## src/rtl/io_tx_fifo_if.sv

```systemverilog
// Byte stream from the I/O transmit FIFO to the UART transmitter.
// The master presents tx_data/tx_valid; the slave answers with tx_ready.
interface io_tx_fifo_if;
    logic [7:0] tx_data;
    logic       tx_valid;
    logic       tx_ready;

    modport master (
        output tx_data,
        output tx_valid,
        input  tx_ready
    );

    modport slave (
        input  tx_data,
        input  tx_valid,
        output tx_ready
    );
endinterface

```

## src/rtl/io_tx_fifo.sv

```systemverilog
// Captures CPU byte writes to the 0x30000 I/O window into a FIFO
// and drains them to the UART; 0x30004 queues a tagged stop marker.
module io_tx_fifo #(
    parameter int FIFO_WIDTH  = 4,
    parameter int FULL_MARGIN = 2
) (
    input  logic                  clk_in,
    input  logic                  rst_in,
    input  logic                  rdy_in,
    input  logic [31:0]           mem_a,
    input  logic [7:0]            mem_dout,
    input  logic                  mem_wr,
    output logic                  io_buffer_full,
    io_tx_fifo_if.master          tx,
    output logic                  program_done,
    output logic                  overflow,
    output logic [FIFO_WIDTH:0]   fifo_count,
    output logic [31:0]           cycle_count
);
    localparam int DEPTH = 1 << FIFO_WIDTH;
    localparam logic [FIFO_WIDTH:0] DEPTH_C  = (FIFO_WIDTH+1)'(DEPTH);
    localparam logic [FIFO_WIDTH:0] THRESH_C =
        (FIFO_WIDTH+1)'(DEPTH - FULL_MARGIN);

    localparam logic [1:0] S_RUN   = 2'd0;
    localparam logic [1:0] S_DRAIN = 2'd1;
    localparam logic [1:0] S_DONE  = 2'd2;

    // Bit 8 tags the stop marker so a data byte can never alias it.
    logic [8:0]          mem_q [DEPTH];
    logic [FIFO_WIDTH:0] wr_ptr_q, wr_ptr_d;
    logic [FIFO_WIDTH:0] rd_ptr_q, rd_ptr_d;
    logic [1:0]          state_q, state_d;
    logic                term_pend_q, term_pend_d;
    logic                overflow_q, overflow_d;
    logic [31:0]         cycle_q, cycle_d;

    logic [FIFO_WIDTH:0] cnt;
    logic [8:0]          head;
    logic [8:0]          wdata;
    logic                valid, pop, push;
    logic                hit, data_req, term_req, term_want;
    logic                free, push_data, push_term, drop;
    logic                unused_addr;

    assign unused_addr = ^{mem_a[31:18], mem_a[15:3], mem_a[1:0]};

    always_comb begin
        cnt       = wr_ptr_q - rd_ptr_q;
        head      = mem_q[rd_ptr_q[FIFO_WIDTH-1:0]];
        valid     = (cnt != '0);
        pop       = valid && tx.tx_ready;
        hit       = rdy_in && mem_wr && (mem_a[17:16] == 2'b11);
        data_req  = hit && !mem_a[2] && (mem_dout != 8'h00)
                    && (state_q == S_RUN);
        term_req  = hit && mem_a[2] && (state_q == S_RUN);
        term_want = term_req || term_pend_q;
        // A pop on the same edge frees the slot the push lands in.
        free      = (cnt != DEPTH_C) || pop;
        push_term = term_want && free;
        push_data = data_req && free;
        drop      = data_req && !free;
        push      = push_term || push_data;
        wdata     = push_term ? 9'h100 : {1'b0, mem_dout};

        wr_ptr_d    = push ? wr_ptr_q + 1'b1 : wr_ptr_q;
        rd_ptr_d    = pop  ? rd_ptr_q + 1'b1 : rd_ptr_q;
        term_pend_d = term_want && !free;
        overflow_d  = overflow_q || drop;

        state_d = state_q;
        if (term_req) begin
            state_d = S_DRAIN;
        end
        if (pop && head[8]) begin
            state_d = S_DONE;
        end

        cycle_d = cycle_q;
        if (rdy_in && (state_q != S_DONE)) begin
            cycle_d = cycle_q + 32'd1;
        end
    end

    always_ff @(posedge clk_in or negedge rst_in) begin
        if (!rst_in) begin
            wr_ptr_q    <= '0;
            rd_ptr_q    <= '0;
            state_q     <= S_RUN;
            term_pend_q <= 1'b0;
            overflow_q  <= 1'b0;
            cycle_q     <= '0;
        end else begin
            wr_ptr_q    <= wr_ptr_d;
            rd_ptr_q    <= rd_ptr_d;
            state_q     <= state_d;
            term_pend_q <= term_pend_d;
            overflow_q  <= overflow_d;
            cycle_q     <= cycle_d;
        end
    end

    always_ff @(posedge clk_in) begin
        if (push) begin
            mem_q[wr_ptr_q[FIFO_WIDTH-1:0]] <= wdata;
        end
    end

    assign tx.tx_valid     = valid;
    assign tx.tx_data      = valid ? head[7:0] : 8'h00;
    assign fifo_count      = cnt;
    assign io_buffer_full  = (cnt >= THRESH_C);
    assign program_done    = (state_q == S_DONE);
    assign overflow        = overflow_q;
    assign cycle_count     = cycle_q;
endmodule

```

## src/flat_wrapper.sv

```systemverilog
// flat-port wrapper written by rule: the top's interface ports become plain ports
module io_tx_fifo_flat 
#(
    parameter int FIFO_WIDTH  = 4,
    parameter int FULL_MARGIN = 2
)
  (clk_in, rst_in, rdy_in, mem_a, mem_dout, mem_wr, io_buffer_full, program_done, overflow, fifo_count, cycle_count, tx_tx_data, tx_tx_valid, tx_tx_ready);
  io_tx_fifo_if tx_i ();
  input  logic clk_in;
  input  logic rst_in;
  input  logic rdy_in;
  input  logic [31:0] mem_a;
  input  logic [7:0] mem_dout;
  input  logic mem_wr;
  output logic io_buffer_full;
  output logic program_done;
  output logic overflow;
  output logic [FIFO_WIDTH:0] fifo_count;
  output logic [31:0] cycle_count;
  output wire logic [$bits(tx_i.tx_data)-1:0] tx_tx_data;
  output wire logic [$bits(tx_i.tx_valid)-1:0] tx_tx_valid;
  input wire logic [$bits(tx_i.tx_ready)-1:0] tx_tx_ready;
  assign tx_tx_data = tx_i.tx_data;
  assign tx_tx_valid = tx_i.tx_valid;
  assign tx_i.tx_ready = tx_tx_ready;
  io_tx_fifo #(.FIFO_WIDTH(FIFO_WIDTH), .FULL_MARGIN(FULL_MARGIN)) u_core (.clk_in(clk_in), .rst_in(rst_in), .rdy_in(rdy_in), .mem_a(mem_a), .mem_dout(mem_dout), .mem_wr(mem_wr), .io_buffer_full(io_buffer_full), .tx(tx_i), .program_done(program_done), .overflow(overflow), .fifo_count(fifo_count), .cycle_count(cycle_count));
endmodule
```

## config.mk

```make
export PLATFORM = sky130hd
export DESIGN_NAME = io_tx_fifo_flat
export DESIGN_NICKNAME = d
export VERILOG_FILES = /design/src/rtl/io_tx_fifo_if.sv /design/src/rtl/io_tx_fifo.sv /design/src/flat_wrapper.sv
export SDC_FILE = /design/constraint.sdc
export NUM_CORES = 1
export LEC_CHECK = 0
export ABC_CLOCK_PERIOD_IN_PS = 6200
export CORE_MARGIN = 1.5
export CORE_UTILIZATION = 60
export DETAILED_ROUTE_END_ITERATION = 10
export GPL_TIMING_DRIVEN = 0
export PLACE_DENSITY_LB_ADDON = 0.1
export SETUP_SLACK_MARGIN = 0.1
export SLEW_MARGIN = 20
export SYNTH_ARGS = -nofsm -noshare
export SYNTH_HDL_FRONTEND = slang
export SYNTH_SLANG_ARGS = --single-unit
```

## constraint.sdc

```tcl
create_clock -name clk_in -period 6.2 [get_ports clk_in]
set_input_delay 1.24 -clock clk_in [delete_from_list [all_inputs] [get_ports clk_in]]
set_output_delay 1.24 -clock clk_in [all_outputs]
set_load 0.1 [all_outputs]
```

==> results of run 1 <==
==> critical path, delay by kind of cell (launching register included) <==
kind                     cells  cell delay, ns
flip-flops                   1            0.48
XOR/XNOR                     1            0.39
AO/OA/AOI/OAI                1            0.10
adder cells (fa/ha/maj)      1            0.36
AND/OR/NAND/NOR              3            0.70
buffers and inverters        4            1.68
==> cells in the mapped netlist (all sizes together), types with 11 or more instances <==
cell type,n,area [µm²]
xor2,13,113.9
dfrtp,46,1151
edfxtp,144,4324
and3,22,137.6
nor2b,11,83.83
nand2,19,71.32
nand3,13,65.06
mux4,44,1021
inv,14,52.55
xnor2,31,279.0
nor2,17,73.82
==> stage by stage <==
step / hold WS [ns] / utilization / setup WS, ns / area [µm²]
floorplan: 0.4731 / - / 0.8474 / 8138
global placement: 0.4600 / 0.6795 / 1.338 / 8999
detailed placement: 0.4658 / 0.6810 / 1.269 / 9019
CTS: 0.4823 / 0.7234 / 0.7873 / 9579
global route: 0.5050 / 0.7234 / 0.6138 / 9579
finish: 0.4771 / 0.7234 / 0.8225 / 9579
==> worst max path at each step <==
stage	from	to	slack, ns	cells past startpoint
after global placement	u_core.rd_ptr_q[2]	tx_tx_data[4]	1.34	10
after detailed placement	u_core.rd_ptr_q[2]	tx_tx_data[0]	1.27	10
after CTS	u_core.rd_ptr_q[2]	tx_tx_data[0]	0.79	10
after global routing	u_core.rd_ptr_q[2]	tx_tx_data[0]	0.61	10
final	u_core.rd_ptr_q[2]	tx_tx_data[0]	0.82	10
after floorplan	u_core.wr_ptr_q[0]	tx_tx_data[0]	0.85	8
==> logic make-up (layout without fill, tap and decap cells) <==
logic type | Yosys count | count (layout) | share of synthesized area
AO/OA/AOI/OAI | 20 | 20 | 0.01768
adder cells (fa/ha/maj) | 11 | 11 | 0.01784
AND/OR/NAND/NOR | 123 | 123 | 0.09532
buffers and inverters | 25 | 122 | 0.01722
multiplexers | 48 | 48 | 0.1308
XOR/XNOR | 44 | 44 | 0.04828
flip-flops | 190 | 190 | 0.6728
==> where the power goes <==
part	leakage, nW	internal [mW]	total (mW)	switching (mW)
combinational	1.32	0.659	2.06	1.40
clock	0.271	0.558	1.04	0.478
sequential	1.92	1.41	1.46	0.0496
total	3.52	2.62	4.55	1.93
==> registers in the layout, indices dropped and copies added, names as in the netlist <==
name	count
u_core.mem_q	144
u_core.cycle_count	32
u_core.rd_ptr_q	5
u_core.wr_ptr_q	5
u_core.state_q	2
u_core.overflow	1
u_core.term_pend_q	1
==> per-layer routing <==
layer,vias to the layer above,part of all wire
li1,1959,-
met4,0,0.018
met3,21,0.063
met5,-,0
met2,133,0.48
met1,2259,0.44
==> final cells by class <==
type / instances / area (µm²) / area share
plain buffers: 11 / 87.58 / 0.009143
clock buffers: 17 / 425.4 / 0.04441
clock inverters: 15 / 135.1 / 0.01411
inverters: 14 / 52.55 / 0.005486
multi-input cells: 246 / 2527 / 0.2638
flip-flops and latches: 190 / 5475 / 0.5716
well taps: 176 / 220.2 / 0.02299
repair buffers: 65 / 655.6 / 0.06844
==> results.sh, run 1 <==
export IMPL_grtUsageMet1=0.3623
export IMPL_critPathMaxFanout=10
export IMPL_numCtsBuffers=17
export IMPL_cts_buffer_depth=2
export IMPL_fmax_ghz=0.1860
export IMPL_first_pass_iters=7
export IMPL_timing_rr_end="u_core.mem_q[4][0]"
export IMPL_cp_start_kind="flip-flop"
export IMPL_cpMostUsedCell="inv_1"
export IMPL_final_net_count=601
export IMPL_ys_types=55
export IMPL_cts_root_buffer="clkbuf_16"
export IMPL_status="finished, final reports clean"
export IMPL_finalHoldViolations=0
export IMPL_antenna_found_initial=0
export IMPL_drv_cap=0
export IMPL_antenna_cells=0
export IMPL_antenna_left=0
export IMPL_core_mm2=0.01324
export IMPL_routedWlPerCell_um=22.28
export IMPL_drive_gt1_frac=0.1756
export IMPL_dp_hpwl_um=11100
export IMPL_first_iter_violations=322
export IMPL_yosys_warnings=0
export IMPL_max_stage_delay_ns=0.99
export IMPL_die_area_mm2=0.01427
export IMPL_critPathSlowestCell="clkdlybuf4s50_1"
export IMPL_tns_ns=0
export IMPL_row_count=42
export IMPL_grt_max_degree=33
export IMPL_dr_total_vias=4372
export IMPL_final_cell_mix="edfxtp_1 (144), clkdlybuf4s50_1 (63), dfrtp_1 (46)"
export IMPL_worstPathCellList="inv_1 > buf_2 > ha_1 > nand2b_1 > a21oi_1 > xnor2_1 > inv_1 > nor2_2 > nor2b_1 > clkdlybuf4s50_1"
export IMPL_slew_violations=0
export IMPL_overflow=0
export IMPL_synth_flop_cell="edfxtp_1"
export IMPL_grt_pass1_wl_um=25520
export IMPL_finalNonFillerCells=734
export IMPL_die_h_um=119.5
export IMPL_viasPerCell=5.956
export IMPL_cts_sinks=190
export IMPL_track_usage=0.2481
export IMPL_routed_wl_um=16360
export IMPL_start_util=0.6145
export IMPL_grt_pass1_vias=4454
export IMPL_busiest_layer="met2"
export IMPL_finalSetupViolCount=0
export IMPL_layout_min_cycle_time_ns=5.378
export IMPL_synth_seq_cells=190
export IMPL_fill_cells=857
export IMPL_cts_resized=0
export IMPL_p_leak_nw=3.521
export IMPL_crit_type="flip-flop to primary output"
export IMPL_required_ns=4.96
export IMPL_worst_slew_pin_slew_ns=0.9879
export IMPL_place_inst=702
export IMPL_holdCritStartpoint="u_core.overflow"
export IMPL_ios=94
export IMPL_post_cts_buffers=0
export IMPL_period_share=0.8673
export IMPL_async_reset_ff_frac=0.2421
export IMPL_final_common_cell="edfxtp_1"
export IMPL_irDropWorstVdd_mv=0.3512
export IMPL_die_w_um=119.5
export IMPL_clk_latency_ns=0.43
export IMPL_r2r_slack_ns=2.49
export IMPL_r2r_start="u_core.rd_ptr_q[2]"
export IMPL_p_per_area_mw_per_mm2=475.4
export IMPL_reg2reg_depth=9
export IMPL_port_buffers=64
export IMPL_arrival_ns=4.14
export IMPL_synth_edf_count=144
export IMPL_slew_headroom=0.3394
export IMPL_min_path_type="flip-flop to flip-flop"
export IMPL_rsz0062_at_grt="false"
export IMPL_met2_usage=0.3815
export IMPL_whs_path_depth=1
export IMPL_clkTransAtPathRegs_ns=0.07
export IMPL_syn_inst=461
export IMPL_ys_seq_area_frac=0.6728
export IMPL_globalplace_congestion=0.8030
export IMPL_design_power_total_mw=4.553
export IMPL_use_met3=0.05268
export IMPL_htreeDepth=4
export IMPL_synth_area_mm2=0.008138
export IMPL_syn_nets=517
export IMPL_worst_clock_skew_ns=0.009228
export IMPL_drcViolationCount=0
export IMPL_syn_to_final_growth_pct=17.71
export IMPL_end_kind="primary output"
export IMPL_hold_path_end="u_core.overflow"
export IMPL_ctsHoldBuffers=0
export IMPL_tritoncts="yes"
export IMPL_syn_area_per_cell_um2=17.65
Note: power is estimated with default switching activity, not from simulation.
==> inputs of run 2 (changes only) <==
--- a/config.mk
+++ b/config.mk
@@ -11,6 +11,7 @@
 export DETAILED_ROUTE_END_ITERATION = 10
 export GPL_TIMING_DRIVEN = 0
 export PLACE_DENSITY_LB_ADDON = 0.1
+export RECOVER_POWER = 25
 export SETUP_SLACK_MARGIN = 0.1
 export SLEW_MARGIN = 20
 export SYNTH_ARGS = -nofsm -noshare
==> run 2 against run 1 <==
  * The run now ends with capacitance limit, slew limit left
  * First-iteration DRC count down 7.5%
  * Critical path depth down 1
  * Fmax up 0.68%
  * Utilization down 0.59 points
  * Sequential share of layout area up 0.47 points
  * Global-route usage unchanged
  * Combinational power about the same
  * Largest cell class unchanged
  * Wire length down 0.45%
  * Setup slack better by 0.036 ns
  * Design area down 0.81%
  * Clock skew up 0.0054 ns
==> results.sh, run 2 (synthesized netlist as in run 1, its figures left out) <==
export IMPL_status="finished, violations left"
export IMPL_violations="capacitance limit, slew limit"
export IMPL_layout_min_cycle_time_ns=5.341
export IMPL_fill_cells=870
export IMPL_critPathMaxFanout=10
export IMPL_cts_root_buffer="clkbuf_16"
export IMPL_final_common_cell="edfxtp_1"
export IMPL_routedWlPerCell_um=22.19
export IMPL_clkTransAtPathRegs_ns=0.07
export IMPL_clk_latency_ns=0.44
export IMPL_min_path_type="flip-flop to flip-flop"
export IMPL_port_buffers=64
export IMPL_power_frac_seq=0.321
export IMPL_p_sw_frac=0.4231
export IMPL_finalHoldViolations=0
export IMPL_row_count=42
export IMPL_critPathSlowestCell="clkdlybuf4s50_1"
export IMPL_drive_gt1_frac=0.1559
export IMPL_final_net_count=601
export IMPL_crit_family="buffers and inverters"
export IMPL_overflow=0
export IMPL_slew_headroom=-0.1408
export IMPL_cts_resized=0
export IMPL_cp_buffers_inverters=3
export IMPL_whs_path_depth=1
export IMPL_post_cts_buffers=0
export IMPL_first_iter_violations=298
export IMPL_globalplace_congestion=0.8030
export IMPL_dp_hpwl_um=11100
export IMPL_r2r_slack_ns=2.49
export IMPL_timing_rr_end="u_core.mem_q[7][2]"
export IMPL_max_stage_delay_ns=1.14
export IMPL_grt_pass1_wl_um=25520
export IMPL_p_leak_nw=3.515
export IMPL_end_kind="primary output"
export IMPL_syn_to_final_growth_pct=16.76
export IMPL_cts_buffer_depth=2
export IMPL_track_usage=0.2481
export IMPL_worst_clock_skew_ns=0.01459
export IMPL_dr_total_vias=4380
export IMPL_core_mm2=0.01324
export IMPL_slew_violations=42
export IMPL_irDropWorstVdd_mv=0.3505
export IMPL_die_h_um=119.5
export IMPL_largest_reg_flops=144
export IMPL_fin_ws_ns=0.8590
export IMPL_ctsHoldBuffers=0
export IMPL_antenna_left=0
export IMPL_r2r_start="u_core.rd_ptr_q[2]"
export IMPL_worstPathCellList="inv_1 > buf_2 > ha_1 > xnor2_1 > and4bb_1 > nor2_4 > nor2_2 > nor2b_1 > clkdlybuf4s50_1"
export IMPL_worst_slew_pin_slew_ns=1.711
export IMPL_design_power_total_mw=4.527
export IMPL_cts_sinks=190
export IMPL_grt_max_degree=33
export IMPL_die_w_um=119.5
export IMPL_ios=94
export IMPL_htreeDepth=4
export IMPL_arrival_ns=4.10
export IMPL_antenna_cells=0
export IMPL_reg2reg_depth=9
export IMPL_tritoncts="yes"
export IMPL_first_pass_iters=7
export IMPL_p_int_mw=2.612
export IMPL_drcViolationCount=0
export IMPL_hold_path_end="u_core.overflow"
export IMPL_grt_pass1_vias=4454
export IMPL_routed_wl_um=16280
export IMPL_die_area_mm2=0.01427
export IMPL_drv_cap=2
export IMPL_tns_ns=0
export IMPL_required_ns=4.96
export IMPL_period_share=0.8615
export IMPL_final_cell_mix="edfxtp_1 (144), clkdlybuf4s50_1 (47), dfrtp_1 (46)"
export IMPL_pre_cts_ws_ns=1.269
export IMPL_rsz0062_at_grt="false"
export IMPL_cp_start_kind="flip-flop"
export IMPL_pwr_share_comb=0.450
export IMPL_p_per_area_mw_per_mm2=476.5
export IMPL_cp_depth=9
export IMPL_whs_ns=0.4718
export IMPL_holdCritStartpoint="u_core.overflow"
export IMPL_start_util=0.6145
export IMPL_numCtsBuffers=17
export IMPL_fmax_ghz=0.1872
export IMPL_viasPerCell=5.967
export IMPL_p_sw_mw=1.916
export IMPL_worstSetupStartpoint="u_core.rd_ptr_q[2]"
export IMPL_finalSetupViolCount=0
export IMPL_crit_type="flip-flop to primary output"
export IMPL_p_clk_frac=0.228
export IMPL_antenna_found_initial=0
==> run 2: power groups by stage <==
stage | logic [mW] | registers (mW) | clock network [mW]
finish | 2.04 | 1.45 | 1.03
global route | 2.13 | 1.46 | 1.09
CTS | 2.08 | 1.45 | 1.05
detailed placement | 2.07 | 1.48 | 0
global placement | 2.04 | 1.48 | 0
floorplan | 1.50 | 1.59 | 0
==> run 2: metrics by stage <==
step                utilization  instance area [µm²]  instances
floorplan                     -                 8138        461
global placement         0.6795                 8999        701
detailed placement       0.6810                 9019        702
CTS                      0.7234                 9579        734
global route             0.7175                 9502        734
finish                   0.7175                 9502        734
==> run 2: layout make-up <==
type,instances,area [µm²],area share
timing repair buffer,65,638.1,0.06716
tap,176,220.2,0.02318
inverter,14,52.55,0.005531
clock buffer,17,425.4,0.04477
multi-input combinational,246,2467,0.2597
sequential,190,5475,0.5762
buffer,11,87.58,0.009218
clock inverter,15,135.1,0.01422
==> run 2: worst reg2reg max path, stage by stage (launching register included) <==
cell,delay [ns]
dfrtp_1,0.49
inv_1,0.13
buf_2,0.26
ha_1,0.41
nand2b_1,0.07
a21oi_1,0.23
mux2i_1,0.59
o21a_1,0.33
buf_2,0.25
and3_1,0.58
==> run 2: layer usage <==
layer,track usage,wire length (µm)
met5,0,0
met4,0.07813,277
met3,0.05268,994
met2,0.3815,7875
met1,0.3623,7137
==> run 2: worst max-delay path by stage <==
stage,slack (ns),to
global placement,1.34,tx_tx_data[4]
finish,0.86,tx_tx_data[4]
CTS,0.79,tx_tx_data[0]
floorplan,0.85,tx_tx_data[0]
detailed placement,1.27,tx_tx_data[0]
global route,0.66,tx_tx_data[0]
==> inputs of run 3 (changes only) <==
--- a/config.mk
+++ b/config.mk
@@ -17,3 +17,4 @@
 export SYNTH_ARGS = -nofsm -noshare
 export SYNTH_HDL_FRONTEND = slang
 export SYNTH_SLANG_ARGS = --single-unit
+export TNS_END_PERCENT = 1
==> results of run 3 <==
Same layout as run 2: the final DEF is identical, and so are final timing and power.
